===== src/rtl/mem_req_arbiter.sv =====
// Purpose: arbitrates N cache clients onto one main-memory port, forwards write bursts, routes read responses by tag.
// Latency: 1 cycle from client valid to mem_req_valid; response routing is combinational.
// Backpressure: mem_req_ready/mem_req_data_ready pass straight to the granted client; reads stall at MAX_OUTSTANDING.
module mem_req_arbiter #(
    parameter int N_CLIENTS       = 2,
    parameter int ADDR_BITS       = 28,
    parameter int TAG_BITS        = 5,
    parameter int DATA_BITS       = 128,
    parameter int BEATS           = 4,
    parameter int MAX_OUTSTANDING = 4,
    parameter int PRIORITY_MODE   = 0
) (
    input  logic                             clk,
    input  logic                             reset,
    input  logic [N_CLIENTS-1:0]             cl_req_valid,
    output logic [N_CLIENTS-1:0]             cl_req_ready,
    input  logic [N_CLIENTS-1:0]             cl_req_rw,
    input  logic [N_CLIENTS*ADDR_BITS-1:0]   cl_req_addr,
    input  logic [N_CLIENTS-1:0]             cl_req_data_valid,
    output logic [N_CLIENTS-1:0]             cl_req_data_ready,
    input  logic [N_CLIENTS*DATA_BITS-1:0]   cl_req_data_bits,
    input  logic [N_CLIENTS*DATA_BITS/8-1:0] cl_req_data_mask,
    output logic [N_CLIENTS-1:0]             cl_resp_valid,
    output logic [DATA_BITS-1:0]             cl_resp_data,
    output logic                             mem_req_valid,
    input  logic                             mem_req_ready,
    output logic                             mem_req_rw,
    output logic [ADDR_BITS-1:0]             mem_req_addr,
    output logic [TAG_BITS-1:0]              mem_req_tag,
    output logic                             mem_req_data_valid,
    input  logic                             mem_req_data_ready,
    output logic [DATA_BITS-1:0]             mem_req_data_bits,
    output logic [DATA_BITS/8-1:0]           mem_req_data_mask,
    input  logic                             mem_resp_valid,
    input  logic [DATA_BITS-1:0]             mem_resp_data,
    input  logic [TAG_BITS-1:0]              mem_resp_tag
);

    localparam int IDX_W     = (N_CLIENTS > 1) ? $clog2(N_CLIENTS) : 1;
    localparam int OUT_W     = $clog2(MAX_OUTSTANDING + 1);
    localparam int BEAT_W    = (BEATS > 1) ? $clog2(BEATS) : 1;
    localparam int MASK_BITS = DATA_BITS / 8;

    typedef enum logic [1:0] {
        ST_IDLE  = 2'd0,
        ST_ISSUE = 2'd1,
        ST_WDATA = 2'd2
    } state_t;

    typedef struct packed {
        logic                 rw;
        logic [ADDR_BITS-1:0] addr;
    } hdr_t;

    typedef struct packed {
        logic [DATA_BITS-1:0] data;
        logic [MASK_BITS-1:0] mask;
    } beat_t;

    state_t             state_q, state_d;
    logic [IDX_W-1:0]   grant_q;
    logic [IDX_W-1:0]   rr_ptr_q;
    logic [OUT_W-1:0]   outstanding_q;
    logic [BEAT_W-1:0]  beat_cnt_q;
    logic [BEAT_W-1:0]  resp_cnt_q;

    logic [N_CLIENTS-1:0] elig;
    logic                 win_found;
    logic [IDX_W-1:0]     win_idx;
    int                   cand;
    logic [IDX_W-1:0]     cand_idx;

    hdr_t  sel_hdr;
    beat_t sel_beat;
    logic  req_hs;
    logic  dat_hs;
    logic  dat_last;
    logic  rd_issue;
    logic  rsp_last;

    always_comb begin
        elig = '0;
        for (int i = 0; i < N_CLIENTS; i++) begin
            elig[i] = cl_req_valid[i] &
                      (cl_req_rw[i] | (outstanding_q < OUT_W'(MAX_OUTSTANDING)));
        end
    end

    // Scan from rr_ptr with wrap in round-robin mode, from client 0 in fixed mode.
    always_comb begin
        win_found = 1'b0;
        win_idx   = '0;
        cand      = 0;
        cand_idx  = '0;
        for (int k = 0; k < N_CLIENTS; k++) begin
            cand = (PRIORITY_MODE != 0) ? k : int'(rr_ptr_q) + k;
            if (cand >= N_CLIENTS) begin
                cand = cand - N_CLIENTS;
            end
            cand_idx = IDX_W'(cand);
            if (!win_found && elig[cand_idx]) begin
                win_found = 1'b1;
                win_idx   = cand_idx;
            end
        end
    end

    always_comb begin
        sel_hdr.rw     = cl_req_rw[grant_q];
        sel_hdr.addr   = cl_req_addr[int'(grant_q)*ADDR_BITS +: ADDR_BITS];
        sel_beat.data  = cl_req_data_bits[int'(grant_q)*DATA_BITS +: DATA_BITS];
        sel_beat.mask  = cl_req_data_mask[int'(grant_q)*MASK_BITS +: MASK_BITS];
    end

    assign req_hs   = mem_req_valid & mem_req_ready;
    assign dat_hs   = mem_req_data_valid & mem_req_data_ready;
    assign dat_last = dat_hs & (beat_cnt_q == BEAT_W'(BEATS - 1));
    assign rd_issue = req_hs & ~sel_hdr.rw;
    assign rsp_last = mem_resp_valid & ~reset & (resp_cnt_q == BEAT_W'(BEATS - 1));

    always_ff @(posedge clk) begin
        if (reset) begin
            state_q <= ST_IDLE;
        end else begin
            state_q <= state_d;
        end
    end

    always_comb begin
        state_d = state_q;
        case (state_q)
            ST_IDLE: begin
                if (win_found) state_d = ST_ISSUE;
            end
            ST_ISSUE: begin
                if (mem_req_ready) state_d = sel_hdr.rw ? ST_WDATA : ST_IDLE;
            end
            ST_WDATA: begin
                if (dat_last) state_d = ST_IDLE;
            end
            default: state_d = ST_IDLE;
        endcase
    end

    // Every handshake output is forced low while reset is held.
    always_comb begin
        mem_req_valid      = 1'b0;
        mem_req_data_valid = 1'b0;
        cl_req_ready       = '0;
        cl_req_data_ready  = '0;
        if (!reset) begin
            case (state_q)
                ST_ISSUE: begin
                    mem_req_valid         = 1'b1;
                    cl_req_ready[grant_q] = mem_req_ready;
                end
                ST_WDATA: begin
                    mem_req_data_valid         = cl_req_data_valid[grant_q];
                    cl_req_data_ready[grant_q] = mem_req_data_ready;
                end
                default: ;
            endcase
        end
    end

    assign mem_req_rw        = sel_hdr.rw;
    assign mem_req_addr      = sel_hdr.addr;
    assign mem_req_tag       = TAG_BITS'(grant_q);
    assign mem_req_data_bits = sel_beat.data;
    assign mem_req_data_mask = sel_beat.mask;

    // The whole tag is compared so tags naming a nonexistent client route nowhere.
    always_comb begin
        cl_resp_valid = '0;
        for (int i = 0; i < N_CLIENTS; i++) begin
            cl_resp_valid[i] = mem_resp_valid & ~reset & (mem_resp_tag == TAG_BITS'(i));
        end
    end

    assign cl_resp_data = mem_resp_data;

    always_ff @(posedge clk) begin
        if (reset) begin
            grant_q       <= '0;
            rr_ptr_q      <= '0;
            outstanding_q <= '0;
            beat_cnt_q    <= '0;
            resp_cnt_q    <= '0;
        end else begin
            if (state_q == ST_IDLE && win_found) begin
                grant_q <= win_idx;
            end
            if (req_hs) begin
                rr_ptr_q <= (int'(grant_q) == N_CLIENTS - 1) ? '0 : grant_q + 1'b1;
            end
            if (dat_hs) begin
                beat_cnt_q <= dat_last ? '0 : beat_cnt_q + 1'b1;
            end
            if (mem_resp_valid) begin
                resp_cnt_q <= rsp_last ? '0 : resp_cnt_q + 1'b1;
            end
            if (rd_issue && !rsp_last) begin
                outstanding_q <= outstanding_q + 1'b1;
            end else if (!rd_issue && rsp_last && outstanding_q != '0) begin
                outstanding_q <= outstanding_q - 1'b1;
            end
        end
    end

endmodule


===== config.mk =====
export PLATFORM = sky130hd
export DESIGN_NAME = mem_req_arbiter
export DESIGN_NICKNAME = d
export VERILOG_FILES = /design/src/rtl/mem_req_arbiter.sv
export SDC_FILE = /design/constraint.sdc
export NUM_CORES = 1
export LEC_CHECK = 0
export ABC_CLOCK_PERIOD_IN_PS = 4500
export CAP_MARGIN = 10
export CORE_AREA = 2 2 315 317
export DETAILED_ROUTE_END_ITERATION = 6
export DIE_AREA = 0 0 317 319
export PLACE_DENSITY = 0.3
export SETUP_SLACK_MARGIN = 0.4
export SYNTH_ARGS = -nofsm -noshare
export SYNTH_HDL_FRONTEND = slang
export SYNTH_SLANG_ARGS = --single-unit

===== constraint.sdc =====
create_clock -name clk -period 4.5 [get_ports clk]
set_input_delay 1.35 -clock clk [delete_from_list [all_inputs] [get_ports clk]]
set_output_delay 1.35 -clock clk [all_outputs]
set_load 0.02 [all_outputs]

Word level (Yosys, flattened, before mapping)
Cells that the tools add are included.

operators by class
  add/subtract/negate cells = 8
  multiply operators = 1
  order comparisons = 7
  eq/ne operators = 8
  shifts and indexed selects = 3
  muxes and demuxes = 34
  bitwise logic cells = 16
  reduce and logical (&&, ||, !) cells = 14

operators with widths
  operator                                                               number
  256-bit by 9-bit indexed part select with 128-bit output               1
  56-bit by 7-bit indexed part select with 28-bit output                 1
  32-bit by 6-bit indexed part select with 16-bit output                 1
  1-bit two-way mux                                                      20
  2-bit two-way mux                                                      10
  1-bit bitwise AND                                                      10
  2-bit equality test, second input constant                             3
  1-bit logical AND                                                      6
  1-bit by 2-bit < comparator with 1-bit output, second input constant   3
  3-bit two-way mux                                                      2
  2-bit inequality test, second input constant                           3
  2-bit one-hot mux with 3 select lines                                  1
  5-bit by 1-bit equality test with 1-bit output, second input constant  1
  5-bit zero test                                                        1
  2-bit by 1-bit adder with 2-bit output, second input constant          2
  2-bit bitwise AND                                                      2
  1-bit by 3-bit multiplier with 4-bit output, second input constant     1
  3-bit by 1-bit adder with 3-bit output, second input constant          1
  1-bit zero test                                                        3
  3-bit < comparator, second input constant                              1
  3-bit AND reduction                                                    1
  3-bit nonzero test                                                     1
  3-bit by 1-bit subtractor with 3-bit output, second input constant     1
  1-bit by 1-bit adder with 2-bit output, second input constant          1
  other kinds (11)                                                       14

storage, ports and cells
  bits in registers = 11
  output and inout bits = 314
  word-level logic and storage cells = 97

Longest topological paths before layout
Gate-level depths: netlist of the first run.

  depth in word-level cells = 11
  depth in mapped cells = 6
  mapped depth without buffers = 6

Least setup slack after synthesis of the first run
OpenSTA, ideal clock, no wires.

  path kind = input port to output port
  from = input port mem_resp_tag[1]
  to = output port cl_resp_valid[0]
  arrival = 2375 ps
  setup slack = 775 ps
  stages on the path = 2
  cells stage by stage = nor4_1 nor4b_1

between the ends
  cells in the longest elaborated chain, start to end = 2

ends and longest elaborated chain
  what               line  text
  from (decl)        36    input logic [TAG_BITS-1:0] mem_resp_tag
  5-bit zero test    176   cl_resp_valid[i] = mem_resp_valid & ~reset & (mem_resp_tag == TAG_BITS'(i));
  1-bit bitwise AND  176
  to (decl)          23    output logic [N_CLIENTS-1:0] cl_resp_valid,

Every way passes these cells.

Final worst setup path of the first run
  from = input port cl_req_data_mask[15]
  to = output port mem_req_data_mask[15]

between the ends
  cells in the longest elaborated chain, start to end = 1

ends and longest elaborated chain
  what                                                    line  text
  from (decl)                                             22    input logic [N_CLIENTS*DATA_BITS/8-1:0] cl_req_data_mask,
  32-bit by 6-bit indexed part select with 16-bit output  112   sel_beat.mask = cl_req_data_mask[int'(grant_q)*MASK_BITS +: MASK_BITS];
  to (decl)                                               33    output logic [DATA_BITS/8-1:0] mem_req_data_mask,

Every way passes these cells.

==> results of run 1 <==
final timing paths:
check / endpoint / cells after the start / start
hold / removal: beat_cnt_q[1] / 2 / beat_cnt_q[1]
setup / recovery: mem_req_data_mask[15] / 3 / cl_req_data_mask[15]
hold reg to reg: beat_cnt_q[1] / 2 / beat_cnt_q[1]
setup reg to reg: outstanding_q[2] / 8 / grant_q
cell families (layout without fill, tap and decap cells):
logic type	count (synthesis)	in the layout	share of synthesized area, %
multiplexers	178	178	53.87
AO/OA/AOI/OAI	16	16	2.896
AND/OR/NAND/NOR	34	34	5.758
adder cells (fa/ha/maj)	3	3	1.212
other	1	4	0.1009
flip-flops	11	11	5.926
buffers and inverters	159	570	30.24
worst max-delay path: stages:
cell and delay, ns:
sky130_fd_sc_hd__clkdlybuf4s50_1 0.47, sky130_fd_sc_hd__mux2_2 0.18, sky130_fd_sc_hd__clkdlybuf4s50_1 0.71
per-stage QoR:
| step | setup WS, ns | total power, mW |
|---|---|---|
| floorplan | 0.7746 | 0.7122 |
| global placement | 0.1267 | 1.341 |
| detailed placement | 0.1572 | 1.339 |
| CTS | 0.4012 | 1.505 |
| global route | 0.3957 | 1.544 |
| finish | 0.4335 | 1.447 |
Yosys cell counts:
cell type                   number  area (um2)
sky130_fd_sc_hd__nand4bb_1       1       11.26
sky130_fd_sc_hd__inv_1           4       15.01
sky130_fd_sc_hd__fa_1            1       20.02
sky130_fd_sc_hd__nor3_1          3       15.01
sky130_fd_sc_hd__nand3_2         1       10.01
sky130_fd_sc_hd__o31ai_1         1       7.510
sky130_fd_sc_hd__mux2i_1         5       50.05
sky130_fd_sc_hd__nor4bb_4        1       25.02
sky130_fd_sc_hd__nand2_1         4       15.01
sky130_fd_sc_hd__clkbuf_1        5       18.77
sky130_fd_sc_hd__a221oi_1        1       8.760
sky130_fd_sc_hd__conb_1          1       3.750
sky130_fd_sc_hd__and2_2          2       15.01
sky130_fd_sc_hd__nor2b_1         1       6.260
sky130_fd_sc_hd__mux2_2        172        1937
sky130_fd_sc_hd__o2111ai_1       1       8.760
sky130_fd_sc_hd__and2b_2         1       8.760
sky130_fd_sc_hd__nor4_1          1       6.260
sky130_fd_sc_hd__a211o_2         1       10.01
sky130_fd_sc_hd__clkbuf_2        1       5.000
sky130_fd_sc_hd__nor4b_1         1       8.760
sky130_fd_sc_hd__nand3_1         1       5.000
sky130_fd_sc_hd__nand2_2         1       6.260
sky130_fd_sc_hd__buf_4         133       998.5
sky130_fd_sc_hd__buf_2          15       75.07
sky130_fd_sc_hd__mux2_4          1       15.01
sky130_fd_sc_hd__a21oi_1         7       35.03
sky130_fd_sc_hd__nor3b_1         1       7.510
sky130_fd_sc_hd__a2111oi_0       1       8.760
sky130_fd_sc_hd__nor2_1         10       37.54
sky130_fd_sc_hd__buf_6           1       11.26
sky130_fd_sc_hd__o22a_2          1       10.01
sky130_fd_sc_hd__and4b_1         1       10.01
sky130_fd_sc_hd__a21o_2          1       8.760
sky130_fd_sc_hd__dfxtp_1        11       220.2
sky130_fd_sc_hd__nand3b_1        1       7.510
sky130_fd_sc_hd__nand2b_1        3       18.77
sky130_fd_sc_hd__ha_1            2       25.02
sky130_fd_sc_hd__o21ai_0         2       10.01
flip-flops by register name (all words and copies together) (netlist names):
register,count
grant_q,1
rr_ptr_q,1
resp_cnt_q,2
beat_cnt_q,2
state_q,2
outstanding_q,3
report_power, final:
part           internal [mW]  leakage (nW)  switching (mW)
sequential             0.103        0.0905          0.0139
combinational          0.652          3.12           0.516
clock                  0.119        0.0382          0.0434
per-layer routing:
metal | GRT usage [%] | part of all wire, % | vias to the layer above
met1 | 7.608 | 37 | 2027
met3 | 3.999 | 14 | 16
met5 | 0 | 0.033 | -
li1 | - | - | 2097
met4 | 0.8386 | 0.87 | 2
met2 | 12.90 | 48 | 536
final cells by class:
type,count,area [um2]
multi-input cells,235,2390
repair buffers,562,5554
flip-flops and latches,11,224.0
inverters,4,15.01
clock buffers,4,78.83
fillers,11280,87830
well taps,1287,1610
timing repair:
action	CTS	global route
gates resized for setup	17	3
endpoints found under the setup margin	21	3
pin swaps	1	0
==> parameters.txt, run 1 <==
Parameter                              Value

Power and ir drop
  Power density of the placed cells ... 146.6 nW/um2
  Max rail drop VDD ... 0.1084 mV
  Leak Pwr ... 3.253 nW

Final layout
  Inserted Diodes ... 0
  Final standard cell utilization of the core ... 10.10%
  Layout Area Growth over Synthesis ... 165.7%
  Final design instance area without fill ... 9872 um2
  Final cell count without fillers ... 2103
  Fraction of layout cells with a size suffix above 1 ... 29.29%
  Most frequent cells in the layout ... 491 x sky130_fd_sc_hd__clkdlybuf4s50_1, 172 x sky130_fd_sc_hd__mux2_2, 46 x sky130_fd_sc_hd__buf_4
  Layout net count ... 1308
  Most common library cell in the layout ignoring fill and taps ... sky130_fd_sc_hd__clkdlybuf4s50_1

Critical path
  Setup slack, reg-to-reg ... 2.06 ns
  Worst EP arrival ... 2.72 ns
  Top fanout value on the critical path ... 1
  Classification of the worst setup path ... primary input to output port
  Sort of element at the end of the critical path ... output port
  CP startpoint kind ... primary input
  Required time of the critical path ... 3.15 ns

Clocking
  Total setup buffers inserted after CTS ... 0
  Root buffer cell ... sky130_fd_sc_hd__clkbuf_16
  Max H-tree Level ... 1
  Clock tree from TritonCTS ... yes
  Clock tree buffer depth ... 2
  Hold-fix buffers at CTS ... 0
  Number of sinks driven by the clock tree ... 11
  Clock latency on the worst-skew pair ... 0.24 ns
  Number of buffers added by the clock tree synthesis step ... 3
  Clock input transition at the sequential cells of the worst setup and hold paths ... 0.04 ns

Outcome
  Status ... completed

Global route
  Grt ovf ... 0
  GRT Resource Usage Total ... 7.245%
  First-pass GRT wire length ... 47.80 mm
  Via count of the first global-routing pass ... 5188
  Maximum number of pins on one net before global-route repair ... 49
  Number of antenna violations at the first check in global routing ... 5

Die
  Core Rows ... 115
  Die boundary height ... 319 um
  Core region area ... 97700 um2
  Die Outline Area ... 101100 um2
  Initial Utilization ... 3.804%
  Horiz. Die Dim ... 317 um
  I/O pin count ... 802

Synthesis
  Share of the yosys chip area belonging to registers ... 5.926%
  Post-Syn Area per Cell ... 9.244 um2
  Total of flip-flops plus latches after synthesis ... 11
  Number of library cell types mapped by synthesis ... 39
  Cell count after synthesis ... 402
  Cell Area, Synth ... 3716 um2
  YS warnings ... 0

STA
  Worst slack on hold paths ... 0.4784 ns
  Final worst clock skew ... 0.004265 ns
  Final hold violation count ... 0
  Top achievable clock speed ... 245.9 MHz
  Unrepaired setup endpoints after global routing ... no
  Minimum clock period ... 4.066 ns
  Final cycle utilization of the critical path ... 90.37%
  Number of pins with negative max-slew slack in the final report ... 0
  Final setup violation count ... 0
  Final setup TNS ... 0 ns

Placed design
  Final weighted congestion of routability-driven global placement ... 0.7210
  Post-detailed-placement half-perimeter wirelength ... 37.08 mm
  Port buffer count ... 541
  Standard cell area after detailed placement ... 9803 um2
  Post-placement cell count ... 2099

Routing
  Detailed Routing Iterations Pass 1 ... 4
  Total length of routed wires ... 39.73 mm
  Detailed-route DRC error count ... 0
  Antenna-violating nets left ... 0
  Via density per instance ... 2.224
  Total vias in the final route ... 4678
  Routed wirelength normalized by instance count ... 18.89 um
  Initial drt markers ... 74

Min path
  Min-delay worst type ... flip-flop to flip-flop

Job
  Count of max-cap constraint violations ... 0
Note: power is estimated with default switching activity, not from simulation.
==> run 2: changes to the inputs <==
ABC_CLOCK_PERIOD_IN_PS = 3500   (was 4500)
CAP_MARGIN = default   (was 10)
CORE_AREA = 2 2 313 315   (was 2 2 315 317)
DIE_AREA = 0 0 315 317   (was 0 0 317 319)
clock period = 3.5 ns   (was 4.5 ns; I/O delays follow)
==> run 2 against run 1 <==
Net effect: wire length shrank 6.6%; combinational power is 38% higher; first-iteration DRC count is 26% higher; register-to-register slack got worse by 0.96 ns; sequential power is 24% higher; largest power group unchanged.
==> parameters.txt, run 2 (synthesis gave the netlist of run 1 again) <==
Parameter                              Value

Critical path
  Top fanout value on the critical path ... 1
  Required time of the critical path ... 2.45 ns
  CP startpoint kind ... primary input
  Buffers and inverters on the worst path ... 2
  Sort of element at the end of the critical path ... output port
  Crit path max-delay cell type ... sky130_fd_sc_hd__clkdlybuf4s50_1
  Setup slack, reg-to-reg ... 1.10 ns
  Sequence of cells on the critical path ... clkdlybuf4s50_1 > mux2_2 > clkdlybuf4s15_2
  Cell family contributing the most delay on the critical path ... buffers and inverters
  Classification of the worst setup path ... primary input to output port
  Worst EP arrival ... 2.05 ns
  Largest stage delay, worst path ... 0.44 ns

STA
  Minimum clock period ... 3.099 ns
  Final cycle utilization of the critical path ... 88.54%
  Worst slack on hold paths ... 0.4933 ns
  Final setup TNS ... 0 ns
  Unrepaired setup endpoints after global routing ... yes
  Number of pins with negative max-slew slack in the final report ... 0
  Final hold violation count ... 0
  Final worst clock skew ... 0.0001619 ns
  Top achievable clock speed ... 322.7 MHz
  Final setup violation count ... 0

Routing
  Detailed-route DRC error count ... 0
  Routed wirelength normalized by instance count ... 17.58 um
  Total length of routed wires ... 37.11 mm
  Via density per instance ... 2.279
  Antenna-violating nets left ... 0
  Total vias in the final route ... 4810
  Detailed Routing Iterations Pass 1 ... 4
  Initial drt markers ... 93

Clocking
  Max H-tree Level ... 1
  Number of buffers added by the clock tree synthesis step ... 3
  Root buffer cell ... sky130_fd_sc_hd__clkbuf_16
  Clock tree buffer depth ... 2
  Clock latency on the worst-skew pair ... 0.24 ns
  Hold-fix buffers at CTS ... 0
  Number of sinks driven by the clock tree ... 11
  Clock tree from TritonCTS ... yes
  Clock input transition at the sequential cells of the worst setup and hold paths ... 0.04 ns

Global route
  Via count of the first global-routing pass ... 5298
  First-pass GRT wire length ... 45.27 mm
  GRT Resource Usage Total ... 6.779%
  Maximum number of pins on one net before global-route repair ... 26
  Number of antenna violations at the first check in global routing ... 7
  Grt ovf ... 0

Power and ir drop
  Max rail drop VDD ... 0.1381 mV
  Leak Pwr ... 3.699 nW
  Power density of the placed cells ... 187.3 nW/um2

Job
  Count of max-cap constraint violations ... 0

Final layout
  Fraction of layout cells with a size suffix above 1 ... 42.26%
  Final cell count without fillers ... 2111
  Final design instance area without fill ... 10500 um2
  Largest register FFs ... 3
  Final standard cell utilization of the core ... 10.91%
  Layout Area Growth over Synthesis ... 182.7%
  Register ranked first by flip-flop count ... outstanding_q
  Layout net count ... 1325
  Most common library cell in the layout ignoring fill and taps ... sky130_fd_sc_hd__clkdlybuf4s50_1
  Most frequent cells in the layout ... 342 x sky130_fd_sc_hd__clkdlybuf4s50_1, 168 x sky130_fd_sc_hd__mux2_2, 64 x sky130_fd_sc_hd__buf_12

Die
  Core Rows ... 114
  Die boundary height ... 317 um
  I/O pin count ... 802
  Core region area ... 96280 um2
  Horiz. Die Dim ... 315 um
  Die Outline Area ... 99860 um2
  Initial Utilization ... 3.860%

Min path
  Min-delay worst type ... flip-flop to flip-flop

Placed design
  Port buffer count ... 541
  Final weighted congestion of routability-driven global placement ... 0.7303
  Post-detailed-placement half-perimeter wirelength ... 34.24 mm
  Standard cell area after detailed placement ... 10460 um2
  Post-placement cell count ... 2093

Outcome
  Status ... completed
run 2: final cells by class:
type	instances	area, um2
antenna	2	5.005
clock buffer	4	78.83
fill	11110	85780
inverter	4	15.01
multi-input combinational	235	2436
sequential	11	224.0
tap	1276	1597
timing repair buffer	579	6148
run 2: per-stage QoR:
step	worst slack (ns)	total power, mW
3_3_place_gp	-0.2825	1.868
5_1_grt	0.3925	2.084
6_report	0.4012	1.967
4_1_cts	0.3905	2.034
2_1_floorplan	0.6491	0.9160
3_5_place_dp	-0.3142	1.864
run 2: final timing paths:
| check | startpoint | to | cells past startpoint |
|---|---|---|---|
| hold / removal | beat_cnt_q[0] | beat_cnt_q[0] | 2 |
| hold reg to reg | beat_cnt_q[0] | beat_cnt_q[0] | 2 |
| setup / recovery | cl_req_addr[0] | mem_req_addr[0] | 3 |
| setup reg to reg | grant_q | outstanding_q[2] | 12 |
run 2: tightest hold or removal path, cell delays in order, from the launching register on:
cell and delay [ns]:
sky130_fd_sc_hd__dfxtp_1 0.32, sky130_fd_sc_hd__o21ai_0 0.07, sky130_fd_sc_hd__a21oi_1 0.06
run 2: timing repair:
| action | CTS | global route |
|---|---|---|
| pin swaps | 3 | 1 |
| gates resized for setup | 284 | 70 |
| setup endpoints to repair | 155 | 63 |
| buffers inserted | 11 | 1 |
run 2: per-layer routing:
metal  routed length, um  GRT usage (%)  vias to the layer above  part of all wire, %
met4                 605          1.061                        2                  1.6
met3                5396          3.639                       28                   15
met5                  13              0                        -                0.035
li1                    -              -                     2140                    -
met1               13840          7.490                     2107                   37
met2               17250          11.63                      533                   46
run 2: where the power goes:
group	switching (mW)	internal, mW	leakage, nW
clock network	0.0568	0.153	0.0382
logic	0.694	0.917	3.57
registers	0.0125	0.133	0.0905
